[config.mk]
export PLATFORM = sky130hd
export DESIGN_NAME = plic_prio_arbiter
export DESIGN_NICKNAME = d
export VERILOG_FILES = /design/src/rtl/plic_prio_arbiter.sv
export SDC_FILE = /design/constraint.sdc
export NUM_CORES = 1
export LEC_CHECK = 0
export ABC_AREA = 1
export CAP_MARGIN = 20
export CORE_MARGIN = 10
export CORE_UTILIZATION = 45
export DETAILED_ROUTE_END_ITERATION = 16
export PLACE_DENSITY = 0.86
export SLEW_MARGIN = 20
export SYNTH_ARGS = -nofsm -noshare
export SYNTH_HDL_FRONTEND = slang
export SYNTH_SLANG_ARGS = --single-unit
[constraint.sdc]
create_clock -name pclk -period 10.2 [get_ports pclk]
set_input_delay 2.55 -clock pclk [delete_from_list [all_inputs] [get_ports pclk]]
set_output_delay 2.55 -clock pclk [all_outputs]
set_load 0.02 [all_outputs]
[src/rtl/plic_prio_arbiter.sv]
// PLIC-style priority arbiter: per-source gateways, enable/threshold filtering and
// a claim/complete handshake that presents the highest-priority eligible source ID.
module plic_prio_arbiter #(
    parameter int unsigned NUM_SRC = 8,
    parameter int unsigned PRIO_W  = 3,
    parameter int unsigned ID_W    = 4
) (
    input  logic                       pclk,
    input  logic                       preset,
    input  logic [NUM_SRC-1:0]         irq_req,
    input  logic [NUM_SRC*PRIO_W-1:0]  src_prio,
    input  logic [NUM_SRC-1:0]         src_en,
    input  logic [NUM_SRC-1:0]         edge_mode,
    input  logic [PRIO_W-1:0]          threshold,
    input  logic                       I_flag,
    input  logic                       claim,
    input  logic                       complete,
    input  logic [ID_W-1:0]            complete_id,
    output logic                       intr_ev,
    output logic [ID_W-1:0]            claim_id
);

    logic [NUM_SRC-1:0] pending;
    logic [NUM_SRC-1:0] in_service;
    logic [NUM_SRC-1:0] req_prev;

    logic [NUM_SRC-1:0] trig;
    logic [NUM_SRC-1:0] pending_nxt;
    logic [NUM_SRC-1:0] in_service_nxt;
    logic [NUM_SRC-1:0] eligible;
    logic               claim_hit;
    logic               complete_hit;
    logic [PRIO_W-1:0]  cur_prio;
    logic [PRIO_W-1:0]  win_prio;
    logic [ID_W-1:0]    win_id;
    logic               win_any;

    // A claim only acts on a real winner; completes outside 1..NUM_SRC are dropped.
    assign claim_hit    = claim && (claim_id != '0);
    assign complete_hit = complete && (complete_id != '0) && (complete_id <= ID_W'(NUM_SRC));

    // Gateway: edge sources need a 0->1 transition, everything is masked while in service.
    assign trig = irq_req & ~in_service & (~edge_mode | ~req_prev);

    // Claim is applied after the gateway so a same-edge set loses to the claim.
    always_comb begin
        pending_nxt    = pending | trig;
        in_service_nxt = in_service;
        for (int i = 0; i < NUM_SRC; i++) begin
            if (complete_hit && (complete_id == ID_W'(i + 1))) begin
                in_service_nxt[i] = 1'b0;
            end
            if (claim_hit && (claim_id == ID_W'(i + 1))) begin
                pending_nxt[i]    = 1'b0;
                in_service_nxt[i] = 1'b1;
            end
        end
    end

    // Strictly-greater update keeps the lowest index on priority ties.
    always_comb begin
        eligible = '0;
        cur_prio = '0;
        win_prio = '0;
        win_id   = '0;
        win_any  = 1'b0;
        for (int i = 0; i < NUM_SRC; i++) begin
            cur_prio    = src_prio[i*PRIO_W +: PRIO_W];
            eligible[i] = pending[i] & src_en[i] & (cur_prio > threshold);
            if (eligible[i] && (!win_any || (cur_prio > win_prio))) begin
                win_any  = 1'b1;
                win_prio = cur_prio;
                win_id   = ID_W'(i + 1);
            end
        end
    end

    always_ff @(posedge pclk) begin
        if (preset) begin
            pending    <= '0;
            in_service <= '0;
            req_prev   <= '0;
            claim_id   <= '0;
            intr_ev    <= 1'b0;
        end else begin
            pending    <= pending_nxt;
            in_service <= in_service_nxt;
            req_prev   <= irq_req;
            // Zero the outputs on a claim so the same ID cannot be claimed twice.
            if (claim_hit) begin
                claim_id <= '0;
                intr_ev  <= 1'b0;
            end else begin
                claim_id <= win_id;
                intr_ev  <= win_any & I_flag;
            end
        end
    end

endmodule
==> flow_metrics.env <==
export IMPL_drt_total_wl_um=10220
export IMPL_min_to="in_service[6]"
export IMPL_fin_skew_ns=0.002077
export IMPL_chipHeight_um=96.36
export IMPL_drive_above_1_share_pct=31.89
export IMPL_status="finished, violations left"
export IMPL_setup_tns_ns=-0.3101
export IMPL_hold_viol=0
export IMPL_power_leakage_nw=2.093
export IMPL_violations="negative setup slack"
export IMPL_grtUsageTotal_pct=17.56
export IMPL_finalSetupViolCount=4
export IMPL_drt_first_pass_iters=4
export IMPL_min_period_ns=10.30
export IMPL_syn_area_per_cell_sq_um=6.462
export IMPL_io_pin_count=65
export IMPL_place_ws_ns=-0.9303
export IMPL_vias_per_cell=5.527
export IMPL_clk_latency_ns=0.28
export IMPL_h_tree_depth=2
export IMPL_maxCapViolCount=0
export IMPL_required_ns=10.35
export IMPL_seq_area_frac_synth_pct=22.13
export IMPL_ff2ff_path_depth=64
export IMPL_post_route_period_util_pct=101.0
export IMPL_fillers=355
export IMPL_instances_no_fill=603
export IMPL_grt_remaining_overflow=0
export IMPL_die_w_um=96.36
export IMPL_antenna_left=0
export IMPL_grt_max_degree=26
export IMPL_placed_cells=583
export IMPL_final_common_cell="nand2_1"
export IMPL_r2r_end="claim_id[2]"
export IMPL_grt_pass1_wl_um=13430
export IMPL_root_buffer="clkbuf_8"
export IMPL_ys_seq_elements=29
export IMPL_critical_path_top_delay_family="simple AND/OR/NAND/NOR gates"
export IMPL_setup_slack_ns=-0.1030
export IMPL_holdPathStages=2
export IMPL_most_common_layout_cells="59 x nand2_1, 57 x clkdlybuf4s50_1, 54 x nor2_1, 53 x buf_4, 45 x inv_1"
export IMPL_clkTransAtPathRegs_ns=0.06
export IMPL_final_nets=635
export IMPL_num_rows=27
export IMPL_tritoncts="yes"
export IMPL_start_util_pct=47.07
export IMPL_synth_edff_count=0
export IMPL_cp_max_fo=5
export IMPL_drt_iter0_drc=203
export IMPL_cp_slowest_cell="ha_4"
export IMPL_total_power_mw=0.4224
export IMPL_peakVddDrop_uv=100.9
export IMPL_first_global_vias=3118
export IMPL_crit_buf_inv=8
export IMPL_antenna_found_initial=1
export IMPL_numPortBuffers=64
export IMPL_cpPeakStageDelay_ns=0.28
export IMPL_cts_sinks=29
export IMPL_gp_congestion=0.8812
export IMPL_wl_per_cell_um=16.94
export IMPL_netlist_instances=406
export IMPL_synthFlopType="dfxtp_1"
export IMPL_drv_slew=0
export IMPL_drc_errors=0
export IMPL_synth_fp_nets=511
export IMPL_ys_async_sr_fraction_pct=0
export IMPL_critPathLaunchType="input pin"
export IMPL_yosys_warnings=0
export IMPL_critical_path_class="in2reg"
export IMPL_hpwl_um=6330
export IMPL_cp_arrival_ns=10.46
export IMPL_fmax_mhz=97.06
export IMPL_min_delay_start="in_service[6]"
export IMPL_core_sq_um=5574
export IMPL_hold_path_class="reg2reg"
export IMPL_tightestPinTransition_ns=0.8324
export IMPL_p_per_area_nw_per_um2=97.30
export IMPL_crit_top_cell="nand2_2"
export IMPL_design_die_area_sq_um=9285
export IMPL_rsz0062_at_grt="yes"
export IMPL_r2r_slack_ns=2.26
export IMPL_vias=3333
export IMPL_cts_buffers=5
export IMPL_syn_area_sq_um=2624
export IMPL_area_growth_pct=65.47
export IMPL_utilization_pct=77.89
export IMPL_relSlewSlack_pct=44.33
export IMPL_yosysUniqueCellTypes=24
export IMPL_worstSetupEndpointType="flop"
export IMPL_cts_buffer_depth=2
export IMPL_crit_cells=66
export IMPL_worstReg2RegStart="pending[0]"
-- cell usage after synthesis, drive strengths merged, types with 7 or more instances --
| cell | count | area, sq um |
|---|---|---|
| nor3 | 10 | 50.05 |
| o21ai | 10 | 50.04 |
| dfxtp | 29 | 580.6 |
| ha | 45 | 563.0 |
| nand2 | 96 | 387.9 |
| and2 | 9 | 56.30 |
| a21oi | 31 | 155.2 |
| nor2 | 59 | 226.5 |
| nand3 | 40 | 205.2 |
| nand4 | 7 | 43.79 |
| inv | 57 | 214.0 |
-- per-stage QoR --
step / instance area [sq um] / hold slack [ns]
6_report: 4342 / 0.4930
5_1_grt: 4342 / 0.5411
4_1_cts: 3918 / 0.4998
3_5_place_dp: 3674 / 0.4853
3_3_place_gp: 3674 / 0.4712
2_1_floorplan: 2624 / 0.4541
-- repair_timing --
action                                  in CTS  in global routing
gates cloned                                 0                  0
endpoints found under the setup margin       4                  4
resized for setup                           28                 97
hold buffers                                 0                  0
buffers inserted                             2                 10
pin swaps                                    5                 58
-- worst max-delay path by stage --
stage                  from     endpoint  slack [ns]
4_1_cts        threshold[2]  claim_id[0]       0.002
3_3_place_gp   threshold[2]  claim_id[0]       -0.58
3_5_place_dp   threshold[2]  claim_id[0]       -0.93
5_1_grt         src_prio[2]  claim_id[2]       -0.50
2_1_floorplan  threshold[2]  claim_id[2]        0.23
6_report        src_prio[2]  claim_id[2]       -0.10
-- cell type report --
| type | count | area, sq um | share of cell area [%] |
|---|---|---|---|
| clock buffer | 7 | 86.33 | 1.988 |
| tap | 72 | 90.09 | 2.075 |
| antenna | 1 | 2.502 | 0.05764 |
| inverter | 57 | 219.0 | 5.043 |
| sequential | 29 | 580.6 | 13.37 |
| timing repair buffer | 120 | 1091 | 25.13 |
| multi-input combinational | 317 | 2272 | 52.33 |
-- flip-flops by register name, indices dropped and copies added, names as in the netlist --
| register | cells |
|---|---|
| claim_id | 4 |
| in_service | 8 |
| intr_ev | 1 |
| pending | 8 |
| req_prev | 8 |
-- report_power, final --
group / total [mW] / internal, mW / switching, mW
Combinational: 0.204 / 0.100 / 0.104
Clock: 0.0933 / 0.0533 / 0.0400
Sequential: 0.125 / 0.120 / 0.00448
Total: 0.422 / 0.274 / 0.148
-- worst min-delay path: cells and delay by family (launching register included) --
kind / cells / cell delay [ns]
simple gates: 1 / 0.07
compound gates: 1 / 0.06
flops: 1 / 0.32
-- layer usage --
layer / track usage, % / wire [um]
met1: 19.03 / 3782
met5: 0 / 0
met2: 33.46 / 5282
met4: 4.237 / 542
met3: 3.969 / 607
-- cell families after synthesis --
| group | count (synthesis) | synth area share, % |
|---|---|---|
| and+or+nand+nor | 226 | 38.25 |
| DFF | 29 | 22.13 |
| buffers and inverters | 60 | 8.584 |
| AOI/OAI and AO/OA | 46 | 9.585 |
| adders and majority gates | 45 | 21.46 |
No activity file was read; power rests on OpenSTA's default activity.
